===== config.mk =====
export PLATFORM = sky130hd
export DESIGN_NAME = serial_frame_rx_flat
export DESIGN_NICKNAME = d
export VERILOG_FILES = /design/src/rtl/serial_frame_rx_if.sv /design/src/rtl/serial_frame_rx.sv /design/src/flat_wrapper.sv
export SDC_FILE = /design/constraint.sdc
export NUM_CORES = 1
export LEC_CHECK = 0
export CORE_ASPECT_RATIO = 1.75
export CORE_MARGIN = 2
export CORE_UTILIZATION = 40
export DETAILED_ROUTE_END_ITERATION = 10
export GPL_TIMING_DRIVEN = 1
export PLACE_DENSITY_LB_ADDON = 0.05
export SLEW_MARGIN = 15
export SYNTH_ARGS = -nofsm -noshare
export SYNTH_HDL_FRONTEND = slang
export SYNTH_SLANG_ARGS = --single-unit

===== constraint.sdc =====
create_clock -name clock -period 2.7 [get_ports clock]
set_clock_uncertainty 0.2 [all_clocks]
set_input_delay 0.405 -clock clock [delete_from_list [all_inputs] [get_ports clock]]
set_output_delay 0.405 -clock clock [all_outputs]
set_load 0.01 [all_outputs]

===== src/rtl/serial_frame_rx_if.sv =====
// rtl/serial_frame_rx_if.sv - serial line in / parallel word out bundle for serial_frame_rx
interface serial_frame_rx_if #(
  parameter int DATA_BITS = 4
);
  logic                 enable;
  logic                 msbfirst;
  logic                 serialin;
  logic [DATA_BITS-1:0] pdataout;
  logic                 valid;
  logic                 parity_err;
  logic                 frame_err;
  logic                 busy;

  modport master (
    output enable, msbfirst, serialin,
    input  pdataout, valid, parity_err, frame_err, busy
  );

  modport slave (
    input  enable, msbfirst, serialin,
    output pdataout, valid, parity_err, frame_err, busy
  );
endinterface


===== src/rtl/serial_frame_rx.sv =====
// rtl/serial_frame_rx.sv - start/data/parity/stop frame receiver with enable-qualified bit timing
module serial_frame_rx #(
  parameter int DATA_BITS = 4,
  parameter bit PARITY_EN = 1'b1
) (
  input logic             clock,
  input logic             reset,
  serial_frame_rx_if.slave rx
);
  localparam int CW = $clog2(DATA_BITS + 1);

  typedef enum logic [2:0] {
    IDLE      = 3'd0,
    DATA      = 3'd1,
    PARITY    = 3'd2,
    STOP      = 3'd3,
    WAIT_HIGH = 3'd4
  } state_t;

  state_t               state_q, state_d;
  logic [CW-1:0]        cnt_q, cnt_d;
  logic [DATA_BITS-1:0] sh_q, sh_d;
  logic [DATA_BITS-1:0] pdata_q, pdata_d;
  logic                 dir_q, dir_d;
  logic                 pbit_q, pbit_d;
  logic                 valid_q, valid_d;
  logic                 perr_q, perr_d;
  logic                 ferr_q, ferr_d;
  logic                 busy_q, busy_d;

  always_ff @(posedge clock or posedge reset) begin
    if (reset) begin
      state_q <= IDLE;
      cnt_q   <= '0;
      sh_q    <= '0;
      pdata_q <= '0;
      dir_q   <= 1'b0;
      pbit_q  <= 1'b0;
      valid_q <= 1'b0;
      perr_q  <= 1'b0;
      ferr_q  <= 1'b0;
      busy_q  <= 1'b0;
    end else begin
      state_q <= state_d;
      cnt_q   <= cnt_d;
      sh_q    <= sh_d;
      pdata_q <= pdata_d;
      dir_q   <= dir_d;
      pbit_q  <= pbit_d;
      valid_q <= valid_d;
      perr_q  <= perr_d;
      ferr_q  <= ferr_d;
      busy_q  <= busy_d;
    end
  end

  // Status strobes default low so any non-enable edge clears them.
  always_comb begin
    state_d = state_q;
    cnt_d   = cnt_q;
    sh_d    = sh_q;
    pdata_d = pdata_q;
    dir_d   = dir_q;
    pbit_d  = pbit_q;
    valid_d = 1'b0;
    perr_d  = 1'b0;
    ferr_d  = 1'b0;
    if (rx.enable) begin
      case (state_q)
        IDLE: begin
          if (!rx.serialin) begin
            state_d = DATA;
            dir_d   = rx.msbfirst;
            cnt_d   = '0;
            sh_d    = '0;
          end
        end
        DATA: begin
          sh_d = dir_q ? {sh_q[DATA_BITS-2:0], rx.serialin}
                       : {rx.serialin, sh_q[DATA_BITS-1:1]};
          if (cnt_q != CW'(DATA_BITS)) cnt_d = cnt_q + 1'b1;
          if (cnt_q == CW'(DATA_BITS - 1)) state_d = PARITY_EN ? PARITY : STOP;
        end
        PARITY: begin
          pbit_d  = rx.serialin;
          state_d = STOP;
        end
        STOP: begin
          pdata_d = sh_q;
          valid_d = 1'b1;
          perr_d  = PARITY_EN & (^sh_q ^ pbit_q);
          ferr_d  = ~rx.serialin;
          // A low stop bit parks in WAIT_HIGH so a stuck line cannot look like a new start.
          state_d = rx.serialin ? IDLE : WAIT_HIGH;
        end
        WAIT_HIGH: begin
          if (rx.serialin) state_d = IDLE;
        end
        default: state_d = IDLE;
      endcase
    end
    busy_d = (state_d != IDLE);
  end

  assign rx.pdataout   = pdata_q;
  assign rx.valid      = valid_q;
  assign rx.parity_err = perr_q;
  assign rx.frame_err  = ferr_q;
  assign rx.busy       = busy_q;
endmodule


===== src/flat_wrapper.sv =====
// flat-port wrapper written by rule: the top's interface ports become plain ports
module serial_frame_rx_flat 
#(
  parameter int DATA_BITS = 4,
  parameter bit PARITY_EN = 1'b1
)
  (clock, reset, rx_enable, rx_msbfirst, rx_serialin, rx_pdataout, rx_valid, rx_parity_err, rx_frame_err, rx_busy);
  serial_frame_rx_if #(.DATA_BITS(DATA_BITS)) rx_i ();
  input logic clock;
  input logic reset;
  input wire logic [$bits(rx_i.enable)-1:0] rx_enable;
  input wire logic [$bits(rx_i.msbfirst)-1:0] rx_msbfirst;
  input wire logic [$bits(rx_i.serialin)-1:0] rx_serialin;
  output wire logic [$bits(rx_i.pdataout)-1:0] rx_pdataout;
  output wire logic [$bits(rx_i.valid)-1:0] rx_valid;
  output wire logic [$bits(rx_i.parity_err)-1:0] rx_parity_err;
  output wire logic [$bits(rx_i.frame_err)-1:0] rx_frame_err;
  output wire logic [$bits(rx_i.busy)-1:0] rx_busy;
  assign rx_i.enable = rx_enable;
  assign rx_i.msbfirst = rx_msbfirst;
  assign rx_i.serialin = rx_serialin;
  assign rx_pdataout = rx_i.pdataout;
  assign rx_valid = rx_i.valid;
  assign rx_parity_err = rx_i.parity_err;
  assign rx_frame_err = rx_i.frame_err;
  assign rx_busy = rx_i.busy;
  serial_frame_rx #(.DATA_BITS(DATA_BITS), .PARITY_EN(PARITY_EN)) u_core (.clock(clock), .reset(reset), .rx(rx_i));
endmodule

==> results of run 1 <==
[metrics by stage]
step | cell area, sq um | cells | total power [uW]
global placement | 1130 | 126 | 1010
global route | 1180 | 130 | 1320
CTS | 1180 | 130 | 1250
floorplan | 1000 | 93 | 888
detailed placement | 1130 | 126 | 1020
finish | 1180 | 130 | 1230
[registers in the layout, summed over array words and instances (netlist names), 3 cells and up]
| signal | cells |
|---|---|
| u_core.rx.pdataout | 4 |
| u_core.state_q | 3 |
| u_core.cnt_q | 3 |
| u_core.sh_q | 4 |
[where the power goes]
part / leakage [uW] / internal [uW] / switching [uW]
Combinational: 0.000266 / 271 / 203
Clock: 0.0000288 / 130 / 92.8
Sequential: 0.000261 / 409 / 120
[worst min-delay path by stage]
stage | cells after the start | slack, ps | to
after global routing | 2 | 300 | u_core.rx.pdataout[3]
final | 2 | 270 | u_core.rx.pdataout[3]
after CTS | 2 | 280 | u_core.rx.pdataout[3]
after global placement | 2 | 260 | u_core.rx.pdataout[2]
after detailed placement | 2 | 260 | u_core.rx.pdataout[3]
after floorplan | 1 | 170 | u_core.cnt_q[0]
[synthesized netlist by cell type, types with 2 or more instances]
cell type  count  area, sq um
inv_1          6         22.5
dfrtp_1       20          500
o22ai_1        5         31.3
nor2_1         5         18.8
ha_1           3         37.5
o21ai_0        3         15.0
xnor2_1        2         17.5
mux2i_1        4         40.0
buf_4          2         15.0
nand2_1       16         60.1
[metal layers]
| metal | up-vias | routed length (microns) |
|---|---|---|
| li1 | 339 | - |
| met1 | 324 | 724 |
| met2 | 7 | 1000 |
| met3 | 2 | 37 |
| met4 | 0 | 22 |
| met5 | - | 0 |
[worst min-delay path: stages, from the launching register on]
cell and delay [ps]:
dfrtp_1 340, nand2_1 50, nand2_1 50
[logic make-up (layout without fill, tap and decap cells)]
group	after synthesis	after routing	share of synthesized area, %
AO/OA/AOI/OAI	14	14	9.46
buffers and inverters	12	23	6.10
multiplexers	6	6	6.23
flip-flops	20	20	49.8
adder cells (fa/ha/maj)	3	3	3.74
XOR/XNOR	3	3	3.99
AND/OR/NAND/NOR	35	35	20.7
[area by class of cell]
| type | instances | share of cell area [%] |
|---|---|---|
| Tap cell | 26 | 2.75 |
| Sequential cell | 20 | 42.4 |
| Multi-Input combinational cell | 61 | 37.5 |
| Timing Repair Buffer | 13 | 10.8 |
| Inverter | 6 | 1.91 |
| Clock buffer | 4 | 4.66 |
==> impl_metrics.json, run 1 <==
{
  "r2r_cells": 3,
  "clk_pin_slew_ps": 70,
  "cts.sinks": 20,
  "io_pins": 13,
  "required_ps": 2670,
  "hpwl_mm": 1.35,
  "slew_violations": 0,
  "vias_per_cell": 5.17,
  "tritoncts": "yes",
  "layout_commonest_cell": "dfrtp_1",
  "period_share_pct": 74.5,
  "met3_usage_pct": 1.81,
  "layout-drive-gt1-share_pct": 10.6,
  "r2r_end": "u_core.dir_q",
  "grt.overflow.total": 0,
  "holdWs_ps": 272,
  "nets": 113,
  "wl_per_cell_microns": 13.7,
  "die_width_microns": 41.9,
  "dp_slack_ps": 395,
  "crit_fanout": 12,
  "worst-r2r-setup-slack_ps": 830,
  "synth-seq-area-share_pct": 49.8,
  "syn_area_sq_um": 1000,
  "critical_path.cell_chain": "clkdlybuf4s50_1 > buf_4 > nand4bb_1 > or3_1 > o21ai_0",
  "synthToLayoutAreaGrowth_pct": 17.6,
  "met2_usage_pct": 25.5,
  "avgSynthCellArea_sq_um": 10.8,
  "post-route-worst-setup-slack_ps": 688,
  "cp_top_family": "simple AND/OR/NAND/NOR gates",
  "ys.flop_type": "dfrtp_1",
  "cts_inserted_buffers": 3,
  "fin_setup_tns_ps": 0,
  "min_period_ps": 2010,
  "ys_ff_latch": 20,
  "grt.busiest_layer": "met2",
  "tightest_slew_ps": 762,
  "cts_setup_buffers": 0,
  "root_buffer": "clkbuf_8",
  "grt_max_degree": 21,
  "hold_viol_final": 0,
  "final_cell_mix": "dfrtp_1 (20), nand2_1 (16), clkdlybuf4s50_1 (12)",
  "initial_core_util_pct": 41.3,
  "drv_cap": 0,
  "grt_pass1_vias": 713,
  "wirelength_mm": 1.78,
  "critPathLaunch": "rx_enable",
  "async_flop_share_pct": 100,
  "crit_end": "u_core.cnt_q[0]",
  "clockBufferDepth": 2,
  "regToRegStartpoint": "u_core.state_q[0]",
  "die_h_microns": 70.3,
  "start_kind": "input port",
  "clk_latency_ps": 250,
  "cp_num_buf_inv": 2,
  "antenna_found_initial": 0,
  "postCtsHoldBufs": 0,
  "yosysWarnings": 0,
  "seq_area_sq_um": 500,
  "ant_nets": 0,
  "power.density_nw_per_um2": 1040,
  "portBuffers": 12,
  "critPathKind": "input port to flop",
  "cts_resized": 0,
  "utilization_pct": 48.6,
  "vias": 672,
  "critPathMaxStageDelay_ps": 480,
  "gp_congestion": 0.712,
  "n_antenna_cell": 0,
  "synthCells": 93,
  "drt_first_pass_iters": 4,
  "grt_pass1_wl_mm": 3.22,
  "synth_edf_count": 0,
  "slowest_stage": "or3_1",
  "dieArea_sq_um": 2940,
  "status": "finished clean",
  "track_usage_pct": 14.2,
  "fillers": 240,
  "std_cell_rows": 24,
  "syn-num-nets": 101,
  "coreArea_sq_um": 2430,
  "drc_errors": 0,
  "use_met1_pct": 16.2,
  "hold_class": "flop to flop",
  "crit_path_end_kind": "flop",
  "cp.depth": 5,
  "ir_drop_v": 0.000427,
  "ys_types": 37,
  "slew_headroom_pct": 49.1,
  "rsz0062_at_grt": "false",
  "max_freq_ghz": 0.497,
  "min_from": "u_core.rx.pdataout[3]",
  "htreeDepth": 1,
  "finalSetupViolations": 0,
  "cp_data_arrival_time_ps": 1980,
  "multi_input_area_sq_um": 443,
  "p_leak_uw": 0.000556,
  "first_iter_violations": 1
}
Note: power is estimated with default switching activity, not from simulation.
==> run 2: changes to the inputs <==
clock period = 1.67 ns   (was 2.7 ns; I/O delays follow)
==> run 2 against run 1 <==
The flow now finishes with violations (negative setup slack); global-route usage increased by 0.068 points; combinational power up 130%; register-to-register slack worse by 910 ps; final cell count up 9.2%; worst setup slack worse by 770 ps; sequential share of layout area decreased by 4.6 points; first-iteration DRC count rose to 20 times the previous value; critical path depth is the same; clock power rose by 33%; clock-buffer cell count is 1 lower; routed wire length rose by 9.6%; critical endpoint is now u_core.rx.busy; highest routed layer unchanged.
==> impl_metrics.json, run 2 (synthesized netlist as in run 1, its figures left out) <==
{
  "status": "finished, violations left",
  "failed_checks": "negative setup slack",
  "tritoncts": "yes",
  "cp_data_arrival_time_ps": 1670,
  "final_cell_mix": "dfrtp_1 (20), nand2_1 (16), buf_4 (13)",
  "n_antenna_cell": 0,
  "hold_class": "input port to async pin",
  "initial_core_util_pct": 41.3,
  "die_width_microns": 41.9,
  "gp_congestion": 0.705,
  "nets": 126,
  "wirelength_mm": 1.95,
  "layout-drive-gt1-share_pct": 27.6,
  "dieArea_sq_um": 2940,
  "ir_drop_v": 0.000924,
  "rsz0062_at_grt": "true",
  "critPathMaxStageDelay_ps": 470,
  "cp_num_buf_inv": 0,
  "coreArea_sq_um": 2430,
  "cts.sinks": 20,
  "fillers": 211,
  "cts_inserted_buffers": 3,
  "vias_per_cell": 5.20,
  "track_usage_pct": 14.3,
  "required_ps": 1580,
  "crit_path_end_kind": "flop",
  "tightest_slew_ps": 256,
  "antenna_found_initial": 0,
  "critPathKind": "flop to flop",
  "die_h_microns": 70.3,
  "crit_fanout": 2,
  "cp_top_family": "simple AND/OR/NAND/NOR gates",
  "clockBufferDepth": 2,
  "utilization_pct": 54.4,
  "start_kind": "flop",
  "layout_commonest_cell": "dfrtp_1",
  "holdWs_ps": 124,
  "post-route-worst-setup-slack_ps": -83.9,
  "grt_max_degree": 21,
  "r2r_cells": 5,
  "slowest_stage": "or4_1",
  "max_freq_ghz": 0.570,
  "period_share_pct": 105,
  "power.density_nw_per_um2": 1640,
  "min_period_ps": 1750,
  "hold_viol_final": 0,
  "hpwl_mm": 1.51,
  "htreeDepth": 1,
  "vias": 738,
  "clk_latency_ps": 240,
  "root_buffer": "clkbuf_8",
  "finalSetupViolations": 3,
  "grt.overflow.total": 0,
  "critical_path.cell_chain": "ha_2 > ha_4 > o31ai_2 > a32o_1 > or4_1",
  "drc_errors": 0,
  "slew_violations": 0,
  "std_cell_rows": 24,
  "ant_nets": 0,
  "synthToLayoutAreaGrowth_pct": 31.8,
  "wl_per_cell_microns": 13.8,
  "p_total_uw": 2170,
  "clk_pin_slew_ps": 70,
  "p_leak_uw": 0.000621,
  "io_pins": 13,
  "postCtsHoldBufs": 0,
  "worst-r2r-setup-slack_ps": -80,
  "regToRegStartpoint": "u_core.cnt_q[0]",
  "slew_headroom_pct": 82.9,
  "drt_first_pass_iters": 3,
  "r2r_end": "u_core.rx.busy",
  "first_iter_violations": 20,
  "portBuffers": 12,
  "drv_cap": 0,
  "grt_pass1_vias": 755,
  "grt_pass1_wl_mm": 3.32
}
run 2: cell count changes in the layout (fill, tap and decap cells not counted), sizes merged:
cell	delta
buf	+13
clkbuf	-1
run 2: worst max-delay path by stage:
| stage | startpoint | endpoint | cells after the start |
|---|---|---|---|
| after floorplan | u_core.state_q[0] | u_core.dir_q | 4 |
| after global placement | rx_enable | u_core.rx.busy | 5 |
| after detailed placement | rx_enable | u_core.rx.busy | 5 |
| after CTS | u_core.cnt_q[0] | u_core.rx.busy | 5 |
| after global routing | u_core.cnt_q[0] | u_core.rx.busy | 5 |
| final | u_core.cnt_q[0] | u_core.rx.busy | 5 |
run 2: worst min-delay path, delay by kind of cell:
family / cells / cell delay, ps
buf+inv: 3 / 700
run 2: per-stage QoR:
stage,setup slack (ps),setup TNS (ps),cell area (sq um),std cells
4_1_cts,-89.8,-122,1290,142
3_5_place_dp,-305,-2430,1230,138
5_1_grt,-119,-434,1320,142
6_report,-83.9,-151,1320,142
3_3_place_gp,-300,-2280,1230,138
2_1_floorplan,-96.0,-105,1020,93
run 2: layout make-up:
type                    instances  area [sq um]  share of cell area (%)
repair buffers                 26           229                    17.3
flip-flops and latches         20           500                    37.8
multi-input cells              61           498                    37.6
inverters                       6          22.5                    1.70
well taps                      26          32.5                    2.46
clock buffers                   3          41.3                    3.12
run 2: routing by layer:
layer  global-route usage [%]  share of wire, %  vias up
li1                         -                 -      367
met1                     15.2                38      362
met2                     28.5                60        7
met3                     1.55               1.7        2
met4                     3.23              0.61        0
met5                        0                 0        -
run 2: what timing repair did:
item / in CTS / in global routing
resized for setup: 1 / 6
setup endpoints to repair: 3 / 9
setup buffers: 1 / 0
pin swaps: 3 / 5
run 2: power breakdown:
| group | switching (uW) | internal [uW] | leakage [uW] |
|---|---|---|---|
| registers | 139 | 663 | 0.000261 |
| logic | 459 | 611 | 0.000339 |
| clock network | 136 | 160 | 0.0000216 |
| total | 735 | 1430 | 0.000621 |
